==> src/rtl/spi_frame_master.sv <==
// SPI frame initiator: serialises 10-bit command words into SS_n-framed
// transactions and returns the slave's byte for read-data commands.
module spi_frame_master #(
  parameter int TURN = 2,
  parameter int GAP  = 1
) (
  input  logic       clk,
  input  logic       rst_n,
  input  logic       cmd_valid,
  input  logic [9:0] cmd_data,
  output logic       cmd_ready,
  output logic       MOSI,
  output logic       SS_n,
  input  logic       MISO,
  output logic [7:0] rd_data,
  output logic       rd_valid,
  output logic       busy
);

  typedef enum logic [2:0] {
    ST_IDLE  = 3'd0,
    ST_CHK   = 3'd1,
    ST_SHIFT = 3'd2,
    ST_TURN  = 3'd3,
    ST_RECV  = 3'd4,
    ST_GAP   = 3'd5
  } state_t;

  localparam logic [3:0] TURN_LAST  = 4'(TURN - 1);
  localparam logic [3:0] GAP_LAST   = 4'(GAP - 1);
  localparam logic [3:0] SHIFT_LAST = 4'd9;
  localparam logic [3:0] RECV_LAST  = 4'd7;

  state_t     state_reg;
  state_t     state_next;
  logic [3:0] cnt_reg;
  logic [9:0] sh_reg;
  logic       is_rd_reg;
  logic [6:0] rx_reg;
  logic [7:0] rd_data_reg;
  logic       rd_valid_reg;

  always_ff @(posedge clk or negedge rst_n) begin
    if (!rst_n) begin
      state_reg <= ST_IDLE;
    end else begin
      state_reg <= state_next;
    end
  end

  always_comb begin
    state_next = state_reg;
    case (state_reg)
      ST_IDLE:  if (cmd_valid) state_next = ST_CHK;
      ST_CHK:   state_next = ST_SHIFT;
      ST_SHIFT: if (cnt_reg == SHIFT_LAST) state_next = is_rd_reg ? ST_TURN : ST_GAP;
      ST_TURN:  if (cnt_reg == TURN_LAST) state_next = ST_RECV;
      ST_RECV:  if (cnt_reg == RECV_LAST) state_next = ST_GAP;
      ST_GAP:   if (cnt_reg == GAP_LAST) state_next = ST_IDLE;
      default:  state_next = ST_IDLE;
    endcase
  end

  // One shared phase counter, cleared on every state change and saturating.
  always_ff @(posedge clk or negedge rst_n) begin
    if (!rst_n) begin
      cnt_reg      <= 4'd0;
      sh_reg       <= 10'd0;
      is_rd_reg    <= 1'b0;
      rx_reg       <= 7'd0;
      rd_data_reg  <= 8'd0;
      rd_valid_reg <= 1'b0;
    end else begin
      rd_valid_reg <= 1'b0;
      if (state_next != state_reg) begin
        cnt_reg <= 4'd0;
      end else if (cnt_reg != 4'hf) begin
        cnt_reg <= cnt_reg + 4'd1;
      end
      case (state_reg)
        ST_IDLE: begin
          if (cmd_valid) begin
            sh_reg    <= cmd_data;
            is_rd_reg <= (cmd_data[9:8] == 2'b11);
          end
        end
        ST_SHIFT: sh_reg <= {sh_reg[8:0], 1'b0};
        ST_RECV: begin
          rx_reg <= {rx_reg[5:0], MISO};
          if (cnt_reg == RECV_LAST) begin
            rd_data_reg  <= {rx_reg, MISO};
            rd_valid_reg <= 1'b1;
          end
        end
        default: ;
      endcase
    end
  end

  // CHK repeats the top command bit so the slave can sample its select bit.
  always_comb begin
    cmd_ready = 1'b0;
    busy      = 1'b1;
    SS_n      = 1'b1;
    MOSI      = 1'b0;
    case (state_reg)
      ST_IDLE: begin
        cmd_ready = 1'b1;
        busy      = 1'b0;
      end
      ST_CHK, ST_SHIFT: begin
        SS_n = 1'b0;
        MOSI = sh_reg[9];
      end
      ST_TURN, ST_RECV: SS_n = 1'b0;
      default: ;
    endcase
  end

  assign rd_data  = rd_data_reg;
  assign rd_valid = rd_valid_reg;

endmodule

==> config.mk <==
export PLATFORM = sky130hd
export DESIGN_NAME = spi_frame_master
export DESIGN_NICKNAME = d
export VERILOG_FILES = /design/src/rtl/spi_frame_master.sv
export SDC_FILE = /design/constraint.sdc
export NUM_CORES = 1
export LEC_CHECK = 0
export BUFFER_PORTS_ARGS = -buffer_cell sky130_fd_sc_hd__buf_2
export CORE_ASPECT_RATIO = 0.9
export CORE_MARGIN = 2
export CORE_UTILIZATION = 35
export DETAILED_ROUTE_END_ITERATION = 16
export PLACE_DENSITY = 0.58
export SLEW_MARGIN = 20
export SYNTH_ARGS = -nofsm -noshare
export SYNTH_HDL_FRONTEND = slang
export SYNTH_SLANG_ARGS = --single-unit
==> constraint.sdc <==
create_clock -name clk -period 2.15 [get_ports clk]
set_input_delay 0.1075 -clock clk [delete_from_list [all_inputs] [get_ports clk]]
set_output_delay 0.1075 -clock clk [all_outputs]
set_load 0.01 [all_outputs]
Yosys cells after proc, flatten, opt, wreduce, memory -nomap -nowiden
Cells that the tools add are included.

cells by class
  $add $sub $neg = 1
  equality and inequality tests = 12
  multiplexer cells = 17
  reductions and logical operators = 9

operators with widths
  kind                 number
  $pmux 10 s2          1
  $mux 3               6
  $pmux 3 s6           1
  $mux 10              1
  $mux 4               2
  $eq 3x2->1 const B   2
  $eq 3x3->1 const B   2
  $mux 1               6
  $reduce_and 2->1     3
  $add 4x1->4 const B  1
  $eq 4x1->1 const B   1
  $eq 4x3->1 const B   1
  $eq 4x4->1 const B   1
  $logic_not 4->1      1
  $ne 4x4->1 const B   1
  $reduce_bool 2->1    2
  $reduce_or 4->1      1
  $eq 3x1->1 const B   1
  $logic_not 3->1      1
  $ne 3x3->1           1
  $eq 2x2->1 const B   1
  $ne 2x2->1 const B   1
  $reduce_or 2->1      1

word-level totals
  register bits = 34
  bits of input ports = 14
  output and inout bits = 13
  logic and storage cells = 46

Depth between registers and ports, before layout
  word-level depth = 5
  gate-level depth with buffers = 6
  depth with buffers taken out = 6

Least setup slack after synthesis
Ideal clock, no wire load.

  path type = register to register
  start point = register state_reg[1]
  end point = register rd_data_reg[0] (netlist: rd_data[0])
  library setup time = 125 ps
  arrival = 1,463 ps
  data required time = 2,025 ps
  setup slack = 562 ps
  stages on the path, launching flop included = 6
  buffers on the path = 2
  clock period less this slack = 1,588 ps
  cells stage by stage = dfrtp_1 buf_6 nor3b_4 nand4_4 buf_6 mux2_4

between the ends
  longest elaborated chain between the ends = 2

RTL lines
  what                        line  text
  start, declared             34    state_t state_reg;
  start signal, assigned      47    state_reg <= state_next;
  $eq 3x3->1                  80    case (state_reg)
  $reduce_and 2->1 (no line)  n/a
  end signal, assigned        91    rd_data_reg <= {rx_reg, MISO};
  end, declared               40    logic [7:0] rd_data_reg;

Every way passes these cells.
A chain may end at the register's enable or synchronous reset.

Final worst setup path
  start point = register state_reg[1]
  end point = register sh_reg[6]

between the ends
  longest elaborated chain between the ends = 3
  elaborated cells between the ends (all ways) = 6
  classes of those cells = eq/ne (2); mux (1); reduce/logical (3)

RTL lines
  what                                                              line  text
  $eq 3x2->1 / $logic_not 3->1 (equally long branches)              80
  $reduce_bool 2->1 (no line) / $ne 2x2->1 (equally long branches)  n/a
  $reduce_and 2->1 (no line)                                        n/a
  end signal, assigned                                              83    sh_reg <= cmd_data;
  end signal, assigned                                              87    ST_SHIFT: sh_reg <= {sh_reg[8:0], 1'b0};
  end, declared                                                     37    logic [9:0] sh_reg;

Parallel ways exist; a longest one is shown, timed or not.

==> key figures <==
Critical path
  • CP arrival: 1930 ps
  • Critical path launch point: state_reg[1]
  • CP endpoint kind: flip-flop
  • Worst path required time: around 2300 ps
  • Setup slack, reg-to-reg: just under 400 ps
  • Worst-path fanout max: 10
  • Worst r2r src: state_reg[1]
  • CP Launch Type: flip-flop
  • Crit path kind: flip-flop to flip-flop

Power
  • Seq pwr share: a little under half
  • Gate power share: approximately 34%
  • Pwr per Cell Area: ~1100 mW/mm²
  • Leakage: between 0.9 and 1 nW
  • Clock Power Share: 21.0%
  • Sw Ratio: between 30% and 40%
  • Switch Pwr: ~0.76 mW
  • VDD IR max: a little over 400 µV
  • Cell Int Power: approximately 1.3 mW

STA
  • Fin Setup TNS: 0 ps
  • Final Max Slew Viols: 0
  • F_max: between 500 and 600 MHz
  • RSZ-0062 raised after global routing: no
  • # setup viols final: 0
  • Fin. Hold Viols: 0
  • Slew margin rel.: 51.7%
  • Worst Max-Slew Pin Slew: a little over 700 ps
  • Min cycle time layout: ~1800 ps
  • Clk_skew: ~2.7 ps
  • Tcrit/Tclk final: 82.1%

Floorplanning
  • Die W: 76.7 µm
  • Top Ports: 27
  • Core area: 0.00452 mm²
  • DIE AREA: approximately 0.0053 mm²
  • Starting Density: a little under two fifths
  • FP Rows: 23
  • DIE HEIGHT: 69.4 µm

Placement
  • PortBufs: 26
  • GP Congestion: 0.841
  • Hpwl dp: 2.14 mm

Global route
  • GR Overflow Total: 0
  • Largest net degree at the start of global routing: 35
  • Antenna violations before repair: 0
  • Vias in the first global route: 1110
  • GRT Total Usage: around an eighth
  • First-pass GRT wire length: around 5.2 mm

Cells and area
  • Layout area overhead: 16.0%
  • Number of fill cells: 450
  • Max reg flops: 10
  • Final Util: a little over two fifths
  • # nets final: between 150 and 200
  • Layout cells sized above 1: approximately 32%
  • Ant diodes: 0

Run status
  • Outcome: complete, no violations

Synth
  • Synth Instances: 140
  • YS warnings: 0
  • Sequential share of the synthesized area: between 50% and 60%
  • Mapped Area: about 0.0017 mm²
  • Netlist cell types: 34
  • Synthesized flop and latch total: 34
  • Avg Cell Area, Syn: about 12 µm²
  • Post-Syn Nets: roughly 160

Routing
  • DR iter-0 viols: 60
  • Via count: about 1100
  • DRC: 0
  • DRT antenna net count: 0
  • DR pass1 iterations: 4
  • Vias per cell: between 4 and 5
  • Wirelength per Cell: ~13 µm
  • Final WL: roughly 3.0 mm

Clock network
  • Clock Sinks: 34
  • Max H-tree Level: 2
  • Post_cts resized: 0
  • Reg clk slew, reported paths: around 70 ps
  • CTS tree: yes
  • Clock Tree Buf Depth: 2
  • Clock insertion delay at the later pin of the skew report: ~280 ps
  • Num CTS Buffers: 5
  • CTS root buf: clkbuf_8

Job
  • Max Cap Violations: 0

Min path
  • Min-delay src: cmd_data[0]
  • Tightest Hold Check Type: input port to flip-flop
## path summary, 6_finish.rpt
check,endpoint,cells after the start
worst max-delay path,sh_reg[6],4
worst min-delay path,sh_reg[0],3
worst max register to register,sh_reg[6],4
worst min register to register,sh_reg[6],2
max in group asynchronous,cnt_reg[0],2
min in group asynchronous,sh_reg[2],2
## power by group through the flow
stage                     clock network (mW)  logic (mW)  registers [mW]
after floorplan                            0       0.620           0.853
after global placement                     0       0.685           0.935
after detailed placement                   0       0.699           0.947
after CTS                              0.451       0.705           0.935
after global routing                   0.485       0.811           0.957
final                                  0.434       0.697           0.937
## layout by cell type, fill, tap and decap left out, types with 2 or more instances in the layout
master	instances
nand2b_1	3
nor2_1	2
nand3_1	4
buf_4	3
clkbuf_8	5
nand2_1	16
nor3_1	4
xnor2_1	2
dfrtp_1	34
a21oi_1	2
clkinv_2	2
nor2b_1	3
mux2_2	7
ha_1	3
mux2i_1	10
o21ai_0	12
mux2_4	8
nor3b_1	4
buf_2	26
inv_1	5
## stage by stage
step	setup slack (ps)	area, µm²	hold slack, ps	std cells	total power, mW
3_3_place_gp	445	1840	202	224	1.62
5_1_grt	167	1930	69.1	232	2.25
6_report	385	1930	63.9	232	2.07
2_1_floorplan	562	1660	-188	140	1.47
4_1_cts	382	1930	58.5	232	2.09
3_5_place_dp	387	1840	212	224	1.65
## synthesized netlist by cell type, drive strengths merged
| cell | count | share of area (%) |
|---|---|---|
| nand2 | 16 | 3.6 |
| a21o | 1 | 0.45 |
| dfrtp | 34 | 51 |
| ha | 3 | 2.3 |
| inv | 5 | 1.1 |
| mux2 | 15 | 12 |
| nand3 | 4 | 1.2 |
| xnor2 | 2 | 1.1 |
| nor3b | 5 | 2.9 |
| clkbuf | 1 | 0.30 |
| a22oi | 1 | 0.45 |
| a32oi | 1 | 0.98 |
| o21ai | 12 | 3.6 |
| nor3 | 5 | 1.8 |
| nand4b | 1 | 0.53 |
| a2bb2o | 1 | 0.60 |
| a2111oi | 1 | 0.53 |
| a211oi | 1 | 0.45 |
| a31oi | 1 | 0.38 |
| and2 | 1 | 0.38 |
| mux2i | 10 | 6.0 |
| nand4 | 2 | 1.7 |
| buf | 6 | 2.9 |
| nor2 | 2 | 0.45 |
| nor2b | 3 | 1.1 |
| a21oi | 2 | 0.60 |
| o22ai | 1 | 0.38 |
| nand2b | 3 | 1.1 |
## area by class of cell
type                    count  area (µm²)  share of cell area [%]
repair buffers             30         163                    8.43
flip-flops and latches     34         851                    44.1
well taps                  62        77.6                    4.02
clock inverters             2        10.0                   0.519
inverters                   5        18.8                   0.973
multi-input cells          94         741                    38.4
clock buffers               5        68.8                    3.57
## kinds of logic after synthesis
group / count (synthesis) / share of synthesized area [%]
simple gates: 42 / 14.8
buf+inv: 12 / 4.29
flops: 34 / 51.2
mux: 25 / 18.0
fa+ha+maj: 3 / 2.26
xor+xnor: 2 / 1.05
compound gates: 22 / 8.43
## timing repair
action                     CTS  global route
hold endpoints to repair    34             0
buffers inserted             0             0
hold buffers                 1             0
setup endpoints to repair    0             0
## worst max-delay path, cell delays in order, from the launching register on
cell and delay (ps):
dfrtp_1 520, nor3_2 310, and2_1 480, mux2i_1 250, o21ai_0 90
## per-layer routing
layer,part of all wire (%),up-vias,wire [µm],global-route usage (%)
li1,-,553,-,-
met1,47,549,1410,15.5
met2,47,22,1420,18.9
met3,4.0,5,119,3.65
met4,1.8,0,55,6.67
met5,0,-,0,0
No activity file was read; power rests on OpenSTA's default activity.
